`src/rtl/fpu_instr_issue.sv`:
```
// Instruction issue sequencer in front of the FPU decode stage: queues host words, issues them one at a time.
// Latency: a word pushed into an empty queue at edge t is on Instruction after edge t+1; INT 2 cycles, CSR 3, FP 2+wait.
// Backpressure: wr_ready = registered count < DEPTH (no full bypass); FP ops hold issue until fpu_complete or timeout.
//
// Ports:
//   clk, rst_l            clock, synchronous active-low reset
//   wr_valid/wr_instr     host push request and 32-bit word; wr_ready accepts when not full
//   halt_clr              leave HALT and flush the queue (outside HALT it only clears err)
//   fpu_complete          single-cycle FPU result strobe
//   halt_req              decoder halt / illegal-instruction request, highest priority
//   Instruction           word presented to the decoder, 0 when nothing is issued
//   fpu_active            FP op in flight
//   Activation_Signal     one-cycle integer writeback strobe for ADDI/LUI
//   busy, q_count, err    status: not idle, queue occupancy, sticky timeout flag
//   perf_issued/perf_stall  issue and FP-wait cycle counters
//
// Optional feature: define FPU_ISSUE_PERF_CNT_EN to build the perf counters; otherwise they read 0.

module fpu_instr_issue #(
    parameter int DEPTH          = 8,
    parameter int TIMEOUT_CYCLES = 255
) (
    input  logic                     clk,
    input  logic                     rst_l,
    input  logic                     wr_valid,
    input  logic [31:0]              wr_instr,
    output logic                     wr_ready,
    input  logic                     halt_clr,
    input  logic                     fpu_complete,
    input  logic                     halt_req,
    output logic [31:0]              Instruction,
    output logic                     fpu_active,
    output logic                     Activation_Signal,
    output logic                     busy,
    output logic [$clog2(DEPTH):0]   q_count,
    output logic                     err,
    output logic [31:0]              perf_issued,
    output logic [31:0]              perf_stall
);

    localparam int AW = $clog2(DEPTH);
    localparam int CW = AW + 1;
    localparam logic [15:0] TO_LAST = 16'(TIMEOUT_CYCLES - 1);

    typedef enum logic [2:0] {
        S_IDLE,
        S_ISSUE,
        S_FP_WAIT,
        S_DRAIN,
        S_HALT
    } state_t;

    typedef enum logic [1:0] {
        CL_INT,
        CL_CSR,
        CL_FP,
        CL_RST
    } cls_t;

    function automatic cls_t classify(input logic [6:0] op);
        cls_t c;
        case (op)
            7'b1010011, 7'b1000011, 7'b1000111,
            7'b1001011, 7'b1001111: c = CL_FP;
            7'b1110011:             c = CL_CSR;
            7'b0010000:             c = CL_RST;
            default:                c = CL_INT;
        endcase
        return c;
    endfunction

    // Only ADDI and LUI produce an integer writeback strobe; other
    // unclassified opcodes issue silently.
    function automatic logic activates(input logic [6:0] op);
        return (op == 7'b0010011) || (op == 7'b0110111);
    endfunction

    state_t          state;
    cls_t            cls_q;
    logic [15:0]     timer;

    logic [31:0]     mem [DEPTH];
    logic [AW-1:0]   wr_ptr;
    logic [AW-1:0]   rd_ptr;
    logic [CW-1:0]   count;
    logic [31:0]     head;

    logic            do_push;
    logic            do_pop;
    logic            do_flush;
    logic            timeout_hit;

    assign head     = mem[rd_ptr];
    assign wr_ready = (count < CW'(DEPTH));
    assign q_count  = count;
    assign busy     = (state != S_IDLE) || (count != '0);

    assign do_push  = wr_valid && wr_ready;
    assign do_pop   = (state == S_IDLE) && !halt_req && (count != '0);
    // halt_req wins over both flush sources so a halt arriving with an RST
    // word or with halt_clr leaves the queue untouched.
    assign do_flush = !halt_req &&
                      (((state == S_ISSUE) && (cls_q == CL_RST)) ||
                       ((state == S_HALT) && halt_clr));
    // A completion in the final allowed cycle still counts as on time.
    assign timeout_hit = (state == S_FP_WAIT) && !fpu_complete && (timer == TO_LAST);

    // ------------------------------------------------------------------
    // Instruction queue
    // ------------------------------------------------------------------
    always_ff @(posedge clk) begin
        if (do_push) begin
            mem[wr_ptr] <= wr_instr;
        end
    end

    always_ff @(posedge clk) begin
        if (!rst_l) begin
            wr_ptr <= '0;
            rd_ptr <= '0;
            count  <= '0;
        end else if (do_flush) begin
            // A push landing in the flush cycle is dropped with the rest.
            wr_ptr <= '0;
            rd_ptr <= '0;
            count  <= '0;
        end else begin
            if (do_push) begin
                wr_ptr <= wr_ptr + AW'(1);
            end
            if (do_pop) begin
                rd_ptr <= rd_ptr + AW'(1);
            end
            case ({do_push, do_pop})
                2'b10:   count <= count + CW'(1);
                2'b01:   count <= count - CW'(1);
                default: count <= count;
            endcase
        end
    end

    // ------------------------------------------------------------------
    // Issue sequencer
    // ------------------------------------------------------------------
    always_ff @(posedge clk) begin
        if (!rst_l) begin
            state             <= S_IDLE;
            cls_q             <= CL_INT;
            timer             <= '0;
            Instruction       <= '0;
            fpu_active        <= 1'b0;
            Activation_Signal <= 1'b0;
            err               <= 1'b0;
        end else begin
            Activation_Signal <= 1'b0;

            if (timeout_hit) begin
                err <= 1'b1;
            end else if (halt_clr) begin
                err <= 1'b0;
            end

            if (halt_req) begin
                state       <= S_HALT;
                Instruction <= '0;
                fpu_active  <= 1'b0;
            end else begin
                case (state)
                    S_IDLE: begin
                        if (do_pop) begin
                            // Strobes are registered here so they line up
                            // with the word during the ISSUE cycle.
                            Instruction       <= head;
                            cls_q             <= classify(head[6:0]);
                            Activation_Signal <= activates(head[6:0]);
                            fpu_active        <= (classify(head[6:0]) == CL_FP);
                            state             <= S_ISSUE;
                        end
                    end
                    S_ISSUE: begin
                        timer <= '0;
                        if (cls_q == CL_FP) begin
                            state <= S_FP_WAIT;
                        end else begin
                            Instruction <= '0;
                            state       <= (cls_q == CL_CSR) ? S_DRAIN : S_IDLE;
                        end
                    end
                    S_FP_WAIT: begin
                        if (fpu_complete) begin
                            Instruction <= '0;
                            fpu_active  <= 1'b0;
                            state       <= S_DRAIN;
                        end else if (timer == TO_LAST) begin
                            Instruction <= '0;
                            fpu_active  <= 1'b0;
                            state       <= S_HALT;
                        end else begin
                            timer <= timer + 16'd1;
                        end
                    end
                    S_DRAIN: begin
                        state <= S_IDLE;
                    end
                    S_HALT: begin
                        if (halt_clr) begin
                            state <= S_IDLE;
                        end
                    end
                    default: begin
                        state <= S_IDLE;
                    end
                endcase
            end
        end
    end

    // ------------------------------------------------------------------
    // Performance counters
    // ------------------------------------------------------------------
`ifdef FPU_ISSUE_PERF_CNT_EN
    always_ff @(posedge clk) begin
        if (!rst_l) begin
            perf_issued <= '0;
            perf_stall  <= '0;
        end else begin
            if (state == S_ISSUE) begin
                perf_issued <= perf_issued + 32'd1;
            end
            if (state == S_FP_WAIT) begin
                perf_stall <= perf_stall + 32'd1;
            end
        end
    end
`else
    assign perf_issued = 32'h0;
    assign perf_stall  = 32'h0;
`endif

endmodule

```
`config.mk`:
```
export PLATFORM = sky130hd
export DESIGN_NAME = fpu_instr_issue
export DESIGN_NICKNAME = d
export VERILOG_FILES = /design/src/rtl/fpu_instr_issue.sv
export SDC_FILE = /design/constraint.sdc
export NUM_CORES = 1
export LEC_CHECK = 0
export CORE_AREA = 2 2 163 165
export DETAILED_ROUTE_END_ITERATION = 8
export DIE_AREA = 0 0 165 167
export PLACE_DENSITY = 0.72
export SLEW_MARGIN = 20
export SYNTH_ARGS = -nofsm -noshare
export SYNTH_HDL_FRONTEND = slang
export SYNTH_SLANG_ARGS = --single-unit
```
`constraint.sdc`:
```
create_clock -name clk -period 3.6 [get_ports clk]
set_input_delay 0.72 -clock clk [delete_from_list [all_inputs] [get_ports clk]]
set_output_delay 0.72 -clock clk [all_outputs]
set_load 0.005 [all_outputs]
```
==> out/summary.txt <==
Outcome: finished, final reports clean
Setup TNS Final: 0 ns
Post-Synthesis Cells: 772
Resized cells post-CTS: 0
Final Skew: 0.0173 ns
Post-Syn Area: 13,000 um2
Placeable core area: 25,800 um2
Final hold violation count: 0
Netlist cell types: 57
Final Wtd Congestion: 0.788
GRT Resource Usage Total: 0.180
CTS Buf Count: 34
Hold Buf Count CTS: 0
Wire per inst: 19.4 um
Post-layout min period: 2.71 ns
Antenna cells: 0
Reg clk slew, reported paths: 0.06 ns
Syn_area_per_cell: 16.9 um2
Slew headroom: 0.525
Non-filler cells, final: 1,231
First-pass GRT wire length: 37.5 mm
Nets@finish: 921
Post-route ant nets: 0
Vias: 6,606
Chip Height: 167 um
CTS sink cnt: 325
Post-route setup slack: 0.885 ns
Die width: 165 um
Slew Limit Fails: 0
Iter 0 DRT Violations: 532
Setup CP Type: flip-flop to output port
Ys flop type: edfxtp_1
Largest net degree at the start of global routing: 38
Clk_lat worst skew: 0.51 ns
DRT Pass-1 Iters: 5
Max incr delay on CP: 0.50 ns
Root Buffer: clkbuf_16
Dpl cells: 1,171
Share of cells above drive strength 1: 0.175
Crit-path slowest cell: nor4_2
Vias/cell: 5.37
Comb pwr share: 0.116
Power Dens Cells: 576 nW/um2
Postcts setup bufs: 0
Data arrival, critical path: 1.99 ns
VDD IR-drop max: 387 uV
Worst Path Required: 2.88 ns
WL final: 23.9 mm
Crit path max fanout: 6
Clock share of power: 0.386
Setup WS pre-CTS: 0.613 ns
Critical path launch point type: flip-flop
Final Cycle Share: 0.754
Ports: 143
Achievable Freq: 368 MHz
Number of global-route vias before repair: 6,732
CP delay by family, top: simple AND/OR/NAND/NOR gates
# Max-Cap Violations: 0
Ys async rst share: 0
Switching Fraction: 0.227
RSZ-0062 raised after global routing: false
Starting density of the core: 0.506
Tot Pwr: 0.00872 W
Max Root-Sink Buffers: 3
# DRC: 0
Kind of end point of the critical path: output port
Int Pwr: 0.00674 W
Row count: 59
Number of synthesized flops with an enable pin: 256
TritonCTS clock tree: done
Worst hold margin: 0.449 ns
YS warnings: 0
DIE AREA: 27,600 um2
Sequential area share after synthesis: 0.696
LEAKAGE: 4.91 nW
Total gr overflow: 0
Endpoints failing setup: 0
Switch Pwr: 0.00198 W
# port buffers: 78
Initial antenna violation count: 1
Sequential share of power: 0.498
Hpwl dp: 13.8 mm
Critical Path, Cell by Cell: nor4_2 -> nand2_1 -> clkdlybuf4s50_1
Area growth, synth to finish: 16.1%
Post-synthesis register bit count: 325
Htree depth: 2
CP bufs+invs: 1
Worst Max-Slew Pin Slew: 0.712 ns
Hold crit path type: flip-flop to flip-flop
[sequential cells by signal (all words and copies together) (netlist names), named ones only]
register and flops:
mem 256, Instruction 32, timer 16, q_count 4
rd_ptr 3, state 3, wr_ptr 3, cls_q 2
Activation_Signal 1, err 1, fpu_active 1
[routing by layer]
| layer | global-route usage | up-vias | part of all wire |
|---|---|---|---|
| met5 | 0 | - | 0.00054 |
| met3 | 0.0334 | 43 | 0.054 |
| met4 | 0.0567 | 2 | 0.022 |
| met2 | 0.290 | 206 | 0.48 |
| li1 | - | 3034 | - |
| met1 | 0.249 | 3321 | 0.44 |
[worst register-to-register path, delay by kind of cell, from the launching register on]
kind,cells,cell delay (ns)
simple gates,3,0.89
flops,1,0.36
fa+ha+maj,2,0.51
compound gates,3,0.50
xor+xnor,1,0.09
[power groups by stage]
stage	sequential (W)	combinational, W	clock, W
final	0.00435	0.00101	0.00336
after global routing	0.00437	0.00111	0.00360
after CTS	0.00435	0.00103	0.00344
after detailed placement	0.00443	0.00102	0
after global placement	0.00442	0.00101	0
after floorplan	0.00436	0.000736	0
[cell type report]
| cell class | instances | area, um2 |
|---|---|---|
| fill | 1952 | 10600 |
| sequential | 325 | 9080 |
| multi-input combinational | 401 | 3560 |
| timing repair buffer | 98 | 943 |
| clock buffer | 44 | 902 |
| tap | 335 | 419 |
| clock inverter | 16 | 174 |
| inverter | 12 | 45.0 |
[cell usage after synthesis (8+ instances only)]
master | number | share of area
edfxtp_1 | 256 | 0.59
mux2i_1 | 28 | 0.022
inv_1 | 12 | 0.0035
o21ai_0 | 34 | 0.013
buf_4 | 65 | 0.037
a21oi_1 | 13 | 0.0050
nor2_1 | 35 | 0.010
xor2_1 | 15 | 0.010
clkbuf_1 | 15 | 0.0043
buf_2 | 12 | 0.0046
nand2_1 | 48 | 0.014
dfxtp_1 | 69 | 0.11
ha_1 | 10 | 0.0096
mux4_2 | 64 | 0.11
nor3_1 | 8 | 0.0031
[cells by family after synthesis]
kind of cell | Yosys count | synth area share
DFF | 325 | 0.696
and+or+nand+nor | 132 | 0.0506
buffers and inverters | 109 | 0.0536
muxes | 98 | 0.138
AOI/OAI and AO/OA | 77 | 0.0370
xor gates and xnor gates | 19 | 0.0128
adders and majority gates | 11 | 0.0111
other | 1 | 0.000288
[metrics by stage]
step | cell area (um2) | util
4_1_cts | 15100 | 0.587
3_5_place_dp | 14000 | 0.545
5_1_grt | 15100 | 0.587
3_3_place_gp | 14000 | 0.545
2_1_floorplan | 13300 | -
6_report | 15100 | 0.587
[layout by cell type (no fill, tap or decap), drive strengths merged, types with 15 or more instances in the layout]
cell / synthesis / layout
edfxtp: 256 / 256
clkdlybuf4s50: 0 / 78
dfxtp: 69 / 69
mux4: 64 / 64
conb: 1 / 64
nand2: 48 / 48
clkbuf: 15 / 44
o21ai: 39 / 39
nor2: 35 / 35
mux2i: 30 / 30
buf: 82 / 20
xor2: 15 / 15
[path summary, 6_finish.rpt]
check                  startpoint              end  slack [ns]  cells after the start
setup / recovery       q_count[3]             busy        0.89                      3
hold / removal    Instruction[21]  Instruction[21]        0.45                      2
setup reg to reg       q_count[3]       q_count[3]        1.18                      9
hold reg to reg   Instruction[21]  Instruction[21]        0.45                      2
No activity file was read; power rests on OpenSTA's default activity.
